[src/rtl/muldiv_unit.sv]
// Iterative HI/LO multiply/divide unit for the F-E-W MIPS core.
// One shift-add or restoring shift-subtract step per cycle, then a sign fix-up cycle.
module muldiv_unit #(
    parameter int WIDTH = 32
) (
    input  logic             clk,
    input  logic             rst,
    input  logic             start,
    input  logic [2:0]       op,
    input  logic [WIDTH-1:0] a,
    input  logic [WIDTH-1:0] b,
    input  logic             hilo_rd,
    output logic             busy,
    output logic             done,
    output logic             stall_EX,
    output logic [WIDTH-1:0] hi,
    output logic [WIDTH-1:0] lo
);

    localparam int CW = $clog2(WIDTH);
    localparam logic [CW-1:0] LAST = CW'(WIDTH - 1);

    typedef enum logic [1:0] {
        IDLE,
        RUN,
        FIX
    } state_t;

    state_t             state_q, state_d;
    logic [CW-1:0]      cnt_q, cnt_d;
    logic [WIDTH-1:0]   hacc_q, hacc_d;
    logic [WIDTH-1:0]   lacc_q, lacc_d;
    logic [WIDTH-1:0]   opnd_q, opnd_d;
    logic               mul_q, mul_d;
    logic               negq_q, negq_d;
    logic               negr_q, negr_d;
    logic               divz_q, divz_d;
    logic [WIDTH-1:0]   hi_q, hi_d;
    logic [WIDTH-1:0]   lo_q, lo_d;
    logic               busy_q, busy_d;
    logic               done_q, done_d;

    logic               sgn;
    logic [WIDTH-1:0]   abs_a, abs_b;
    logic [WIDTH:0]     sum;
    logic [WIDTH:0]     rsh;
    logic [WIDTH:0]     trial;
    logic [2*WIDTH-1:0] prod, prod_fix;

    always_comb begin
        sgn   = ~op[0];
        abs_a = (sgn && a[WIDTH-1]) ? -a : a;
        abs_b = (sgn && b[WIDTH-1]) ? -b : b;
        sum   = {1'b0, hacc_q} + {1'b0, opnd_q};
        rsh   = {hacc_q, lacc_q[WIDTH-1]};
        trial = rsh - {1'b0, opnd_q};
        prod  = {hacc_q, lacc_q};
        prod_fix = negq_q ? -prod : prod;
    end

    always_comb begin
        state_d = state_q;
        cnt_d   = cnt_q;
        hacc_d  = hacc_q;
        lacc_d  = lacc_q;
        opnd_d  = opnd_q;
        mul_d   = mul_q;
        negq_d  = negq_q;
        negr_d  = negr_q;
        divz_d  = divz_q;
        hi_d    = hi_q;
        lo_d    = lo_q;
        done_d  = 1'b0;

        case (state_q)
            IDLE: begin
                if (start) begin
                    case (op)
                        3'b000, 3'b001, 3'b010, 3'b011: begin
                            state_d = RUN;
                            cnt_d   = '0;
                            hacc_d  = '0;
                            lacc_d  = abs_a;
                            opnd_d  = abs_b;
                            mul_d   = ~op[1];
                            negq_d  = sgn & (a[WIDTH-1] ^ b[WIDTH-1]);
                            negr_d  = sgn & a[WIDTH-1];
                            divz_d  = (b == '0);
                        end
                        3'b100: hi_d = a;
                        3'b101: lo_d = a;
                        default: ;
                    endcase
                end
            end
            RUN: begin
                if (mul_q) begin
                    if (lacc_q[0]) begin
                        {hacc_d, lacc_d} = {sum, lacc_q[WIDTH-1:1]};
                    end else begin
                        {hacc_d, lacc_d} = {1'b0, hacc_q, lacc_q[WIDTH-1:1]};
                    end
                end else if (!trial[WIDTH]) begin
                    hacc_d = trial[WIDTH-1:0];
                    lacc_d = {lacc_q[WIDTH-2:0], 1'b1};
                end else begin
                    hacc_d = rsh[WIDTH-1:0];
                    lacc_d = {lacc_q[WIDTH-2:0], 1'b0};
                end
                cnt_d = cnt_q + CW'(1);
                if (cnt_q == LAST) begin
                    state_d = FIX;
                end
            end
            FIX: begin
                if (mul_q) begin
                    {hi_d, lo_d} = prod_fix;
                end else begin
                    // remainder already equals the dividend when dividing by zero
                    hi_d = negr_q ? -hacc_q : hacc_q;
                    lo_d = divz_q ? '1 : (negq_q ? -lacc_q : lacc_q);
                end
                done_d  = 1'b1;
                state_d = IDLE;
            end
            default: state_d = IDLE;
        endcase

        busy_d = (state_d != IDLE);
    end

    always_ff @(posedge clk) begin
        if (rst) begin
            state_q <= IDLE;
            cnt_q   <= '0;
            hacc_q  <= '0;
            lacc_q  <= '0;
            opnd_q  <= '0;
            mul_q   <= 1'b0;
            negq_q  <= 1'b0;
            negr_q  <= 1'b0;
            divz_q  <= 1'b0;
            hi_q    <= '0;
            lo_q    <= '0;
            busy_q  <= 1'b0;
            done_q  <= 1'b0;
        end else begin
            state_q <= state_d;
            cnt_q   <= cnt_d;
            hacc_q  <= hacc_d;
            lacc_q  <= lacc_d;
            opnd_q  <= opnd_d;
            mul_q   <= mul_d;
            negq_q  <= negq_d;
            negr_q  <= negr_d;
            divz_q  <= divz_d;
            hi_q    <= hi_d;
            lo_q    <= lo_d;
            busy_q  <= busy_d;
            done_q  <= done_d;
        end
    end

    assign busy     = busy_q;
    assign done     = done_q;
    assign stall_EX = busy_q & (start | hilo_rd);
    assign hi       = hi_q;
    assign lo       = lo_q;

endmodule
[config.mk]
export PLATFORM = sky130hd
export DESIGN_NAME = muldiv_unit
export DESIGN_NICKNAME = d
export VERILOG_FILES = /design/src/rtl/muldiv_unit.sv
export SDC_FILE = /design/constraint.sdc
export NUM_CORES = 1
export LEC_CHECK = 0
export CORE_ASPECT_RATIO = 1.5
export CORE_UTILIZATION = 60
export DETAILED_ROUTE_END_ITERATION = 10
export PLACE_DENSITY_LB_ADDON = 0.25
export REMOVE_ABC_BUFFERS = 1
export SETUP_SLACK_MARGIN = 0.4
export SYNTH_ARGS = -nofsm -noshare
export SYNTH_HDL_FRONTEND = slang
export SYNTH_SLANG_ARGS = --single-unit
[constraint.sdc]
create_clock -name clk -period 5.5 [get_ports clk]
set_clock_uncertainty 0.05 [all_clocks]
set_input_delay 0.825 -clock clk [delete_from_list [all_inputs] [get_ports clk]]
set_output_delay 0.825 -clock clk [all_outputs]
set_load 0.01 [all_outputs]
==> impl_metrics.tcl, run 1 <==
set metrics [dict create \
    outcome "completed" \
    cts_sinks 173 \
    drive_gt1_share_pct 4.870 \
    met1_length_um 17500 \
    ctsResizeCount 0 \
    port_buffers 137 \
    start_kind "register" \
    grt-ovfl-total 0 \
    nNetsFinal 2061 \
    grt_first_pass_wirelength_um 72220 \
    ctsHoldBuffers 0 \
    async_flop_share_pct 0 \
    drc 0 \
    synth_ff_type "dfxtp_1" \
    place_inst 2218 \
    fillCellCount 2110 \
    path_max_fanout 38 \
    hpwl_um 34850 \
    grt_pass1_vias 14000 \
    fmax_ghz 0.2552 \
    ys_seq_elements 173 \
    wl_met2_um 23560 \
    routed-via-count 14680 \
    synth_xor_area_share_pct 9.543 \
    cts_tree "built" \
    min_period_over_period_pct 71.24 \
    seq_area_frac_synth_pct 24.04 \
    setup_ws_ps 1582 \
    setup_viol 0 \
    rsz0062_at_grt "no" \
    yosysWarningCount 0 \
    highest_layer "met4" \
    crit_path_end_kind "register" \
    worst_ep_arrival_time_ps 4210 \
    viasPerCell 6.528 \
    p_leak_nw 6.116 \
    multi_input_area_mm2 0.01023 \
    synth-edff-count 0 \
    root_buffer "clkbuf_16" \
    maxCapViolations 0 \
    p_per_area_mw_per_mm2 249.5 \
    clkLatencyLatePin_ps 450 \
    peakVddDrop_mv 0.2267 \
    die_width_um 128.5 \
    initial_utilization_pct 60.91 \
    antenna_cells 0 \
    netlist_area_mm2 0.01441 \
    grtUsageTotal_pct 37.57 \
    syn_to_final_growth_pct 14.19 \
    dr.pass1.iters 6 \
    timing.slew.headroom_pct 15.77 \
    synthAdderAreaFrac_pct 6.356 \
    grt_max_degree 73 \
    antenna_found_initial 0 \
    min_path_type "reg2reg" \
    final_cells 2249 \
    critPathKind "reg2reg" \
    path_clk_slew_ps 70 \
    final.setup.tns_ps 0 \
    clk_path_buf_depth 2 \
    first_iter_violations 1088 \
    finalHoldViolCount 0 \
    rows 69 \
    drtAntennaViolNets 0 \
    fin_crit_ps 3918 \
    dr_wl_met3_um 2624 \
    wl_per_cell_um 20.51 \
    regArea_mm2 0.003465 \
    gp_congestion 0.9416 \
    core_area_mm2 0.02366 \
    syn_avg_cell_area_um2 7.697 \
    drv_slew 0 \
    crit_required_ps 5790 \
    die_y_um 191.8 \
    synth_compound_area_share_pct 26.20 \
    yosys.area_share.simple_pct 19.86 \
    die_area_mm2 0.02465 \
    synth_mux_area_share_pct 8.684 \
    synth_cells 1872 \
    place_ws_ps 1473 \
    io_pins 138 \
    tightest_slew_ps 1254 \
    cts_max_level 4 \
    cts_setup_buffers 0 \
    numCtsBuffers 17 \
    totalWireLength_um 46120 \
    ys_types 85 \
    synth_top_family_by_area "compound AO/OA/AOI/OAI gates" \
    power.total_mw 4.105 \
]
[where the power goes]
part | internal (mW) | switching [mW]
sequential | 1.32 | 0.110
combinational | 0.567 | 0.833
clock | 0.742 | 0.537
total | 2.62 | 1.48
[synth_stat cells, types with 18 or more instances]
library cell	count	share of area, %
xnor2_1	69	4.2
nand3_1	32	1.1
o221ai_1	19	1.2
nor2_1	213	5.5
a21o_1	20	1.0
dfxtp_1	173	24
or3_1	20	0.87
nand2b_1	22	0.96
xor2_1	88	5.3
buf_1	19	0.49
o21ai_0	81	2.8
nand2_1	139	3.6
nor3_1	48	1.7
a221oi_1	31	1.9
and3_1	18	0.78
inv_1	58	1.5
clkbuf_1	101	2.6
a211oi_1	75	3.9
a21oi_1	162	5.6
mux2i_1	125	8.7
ha_1	70	6.1
o31ai_1	20	1.0
o211ai_1	21	1.1
[area by class of cell]
| class | instances | share of cell area, % |
|---|---|---|
| clock inverter | 8 | 0.6312 |
| clock buffer | 23 | 3.087 |
| multi-input combinational | 1509 | 62.17 |
| timing repair buffer | 158 | 9.278 |
| sequential | 173 | 21.06 |
| tap | 319 | 2.426 |
| inverter | 59 | 1.346 |
[placed cells by master (no fill, tap or decap), types with 6 or more instances in the layout]
cell             synthesis  routed
a211oi_1                75      75
clkbuf_16                0      17
o31ai_1                 20      20
inv_1                   58      58
o211ai_1                21      21
o41ai_1                 12      12
buf_4                    5      22
mux2i_1                125     125
o21ai_0                 81      81
or3_1                   20      20
or4_1                   11      11
clkbuf_8                 0       6
ha_1                    70      70
nand3_1                 32      32
o221ai_1                19      19
a41oi_1                  6       6
xor2_1                  88      88
a21o_1                  20      20
or2_2                    6       6
dfxtp_1                173     172
nand2b_1                22      21
nor2b_1                 17      14
nor3_1                  48      47
nand4_1                 17      17
and2_1                   9       8
a31oi_1                 15      15
clkdlybuf4s50_1          0     136
nor2_1                 213     212
a221oi_1                31      31
nor4_1                  12      12
a311oi_1                10      10
nand2_1                139     139
and3_1                  18      18
o21a_1                  11      11
o21ai_1                 13      13
xnor2_1                 69      69
a21oi_1                162     161
[sequential cells by signal (all words and copies together), names as in the netlist]
name,count
hacc_q,32
hi,32
lacc_q,32
lo,32
opnd_q,32
cnt_q,5
state_q,2
busy,1
divz_q,1
done,1
mul_q,1
negq_q,1
negr_q,1
[routing by layer]
layer,track usage [%],vias to the layer above
met1,41.09,6931
met4,21.95,0
met3,5.181,153
met5,0,-
met2,68.42,615
li1,-,6983
[worst max-delay path: stages (launching register included)]
cell       delay [ps]
dfxtp_1           390
inv_1             170
ha_1              270
fa_1              400
nand2b_1          210
a21oi_1           280
a2111oi_2         100
o21ai_1           140
buf_4             160
o21a_1            250
o21ai_2           150
a211oi_4          200
buf_4             470
mux2i_1           170
a221o_1           340
[metrics by stage]
| step | utilization [%] | hold WS, ps | instance area [um^2] |
|---|---|---|---|
| 2_1_floorplan | - | 392.5 | 13860 |
| 3_3_place_gp | 66.97 | 419.2 | 15840 |
| 3_5_place_dp | 66.97 | 433.9 | 15840 |
| 4_1_cts | 69.55 | 448.6 | 16450 |
| 5_1_grt | 69.55 | 485.9 | 16450 |
| 6_report | 69.55 | 442.5 | 16450 |
[worst paths after layout]
kind,startpoint,to,slack (ps),cells past startpoint
hold / removal,lo[18],lo[18],440,2
setup reg to reg,lacc_q[31],hacc_q[1],1580,14
setup / recovery,lacc_q[31],hacc_q[1],1580,14
hold reg to reg,lo[18],lo[18],440,2
[kinds of logic (layout without fill, tap and decap cells)]
| family | count (synthesis) | in the layout |
|---|---|---|
| XOR/XNOR | 157 | 157 |
| AND/OR/NAND/NOR | 594 | 594 |
| adder cells (fa/ha/maj) | 72 | 72 |
| buffers and inverters | 190 | 248 |
| AO/OA/AOI/OAI | 561 | 561 |
| flip-flops | 173 | 173 |
| multiplexers | 125 | 125 |
(Power assumes the default switching activity.)
==> run 2, diff against run 1 <==
Settings changed: CORE_UTILIZATION 60 to 54.
Clock period 5.5 ns to 3.2 ns, I/O delays scaled along.
==> run 2 against run 1 <==
Via count rose by 9.8%; non-clock buffer count increased by 196; clock-buffer cell count down 1; core utilization rose by 3.2 points; critical endpoint is now hacc_q[14]; critical path depth down 1; power grew 93%; highest routed layer is now met5; global-route usage grew 0.90 points; cell area is 15% higher; setup slack got worse by 1500 ps; worst hold slack got worse by 67 ps.
==> impl_metrics.tcl, run 2 (same netlist as run 1, synthesis figures left out) <==
set metrics [dict create \
    start_kind "register" \
    grt_max_degree 62 \
    peakVddDrop_mv 0.4620 \
    grt-ovfl-total 0 \
    maxCapViolations 0 \
    drive_gt1_share_pct 20.93 \
    place_ws_ps -79.63 \
    die_y_um 202.1 \
    whs_ps 375.3 \
    clk_path_buf_depth 2 \
    core_area_mm2 0.02604 \
    dpl_cell_area_mm2 0.01712 \
    p_leak_nw 7.242 \
    timing.slew.headroom_pct 21.54 \
    final_cell_mix "203 x nor2_1, 202 x buf_4, 148 x a21oi_1" \
    finalHoldViolCount 0 \
    rows 72 \
    mostFrequentLayoutCell "nor2_1" \
    port_buffers 137 \
    grt_pass1_vias 15840 \
    regArea_mm2 0.003512 \
    worst_ep_arrival_time_ps 3390 \
    gp_congestion 1.016 \
    rsz0062_at_grt "yes" \
    antenna_cells 0 \
    die_area_mm2 0.02735 \
    fin_area_mm2 0.01894 \
    syn_to_final_growth_pct 31.42 \
    first_iter_violations 1520 \
    cts_max_level 4 \
    antenna_found_initial 1 \
    fmax_ghz 0.3207 \
    path_clk_slew_ps 70 \
    viasPerCell 6.557 \
    drc 0 \
    path_max_fanout 8 \
    fillCellCount 1981 \
    routed-via-count 16120 \
    crit_path_end_kind "register" \
    hpwl_um 37670 \
    drv_slew 0 \
    dr.pass1.iters 6 \
    min_period_over_period_pct 97.46 \
    crit_required_ps 3480 \
    root_buffer "clkbuf_16" \
    outcome "completed" \
    setup_ws_ps 81.39 \
    numCtsBuffers 17 \
    clkLatencyLatePin_ps 460 \
    wl_per_cell_um 21.46 \
    initial_utilization_pct 55.34 \
    multi_input_area_mm2 0.01104 \
    final.setup.tns_ps 0 \
    critPathKind "reg2reg" \
    p_per_area_mw_per_mm2 418.7 \
    die_width_um 135.4 \
    totalWireLength_um 52760 \
    cts_sinks 173 \
    cts_tree "built" \
    grt_first_pass_wirelength_um 81510 \
    min_path_type "in2reg" \
    tightest_slew_ps 1173 \
    nNetsFinal 2257 \
    io_pins 138 \
    setup_viol 0 \
    power.total_mw 7.928 \
    fin_crit_ps 3119 \
    grtUsageTotal_pct 38.47 \
    drtAntennaViolNets 0 \
]
run 2: path summary, 6_finish.rpt:
| check | cells past startpoint | slack (ps) | from | to |
|---|---|---|---|---|
| worst min-delay path | 2 | 380 | rst | cnt_q[4] |
| worst min register to register | 2 | 450 | lo[2] | lo[2] |
| worst max register to register | 13 | 80 | hacc_q[22] | hacc_q[14] |
| worst max-delay path | 13 | 80 | hacc_q[22] | hacc_q[14] |
run 2: metrics by stage:
stage,utilization (%),cells
finish,72.73,2459
global route,72.73,2459
CTS,70.54,2445
detailed placement,65.76,2391
global placement,65.76,2391
floorplan,-,1741
run 2: layout make-up:
cell class	instances	share of cell area, %
inverters	59	1.183
repair buffers	354	16.79
flip-flops and latches	173	18.55
clock buffers	22	2.557
clock inverters	9	0.4427
well taps	333	2.200
multi-input cells	1509	58.28
run 2: critical path: stages (launching register included):
cell and delay (ps):
dfxtp_4 380, ha_4 260, a21oi_2 150, inv_2 70
a311oi_2 280, o21ai_2 90, or4_4 440, o211a_4 280
a211oi_4 240, buf_4 170, buf_6 100, buf_16 140
mux2i_1 200, o221ai_1 130
run 2: report_power, final:
group	switching, mW	internal, mW	total (mW)	leakage (nW)
logic	1.84	1.59	3.43	5.54
registers	0.144	2.26	2.41	1.42
clock network	0.942	1.15	2.09	0.283
total	2.92	5.00	7.93	7.24
run 2: what timing repair did:
action,4_1_cts,5_1_grt
buffers inserted,19,14
hold buffers,0,0
resized for setup,112,111
pin swaps,30,62
gates cloned,4,0
setup endpoints to repair,54,75
run 2: routing by layer:
metal | global-route usage (%) | share of wire (%)
met2 | 66.58 | 49
met3 | 8.001 | 8.2
met5 | 0 | 0.017
met1 | 40.29 | 35
met4 | 29.33 | 8.3
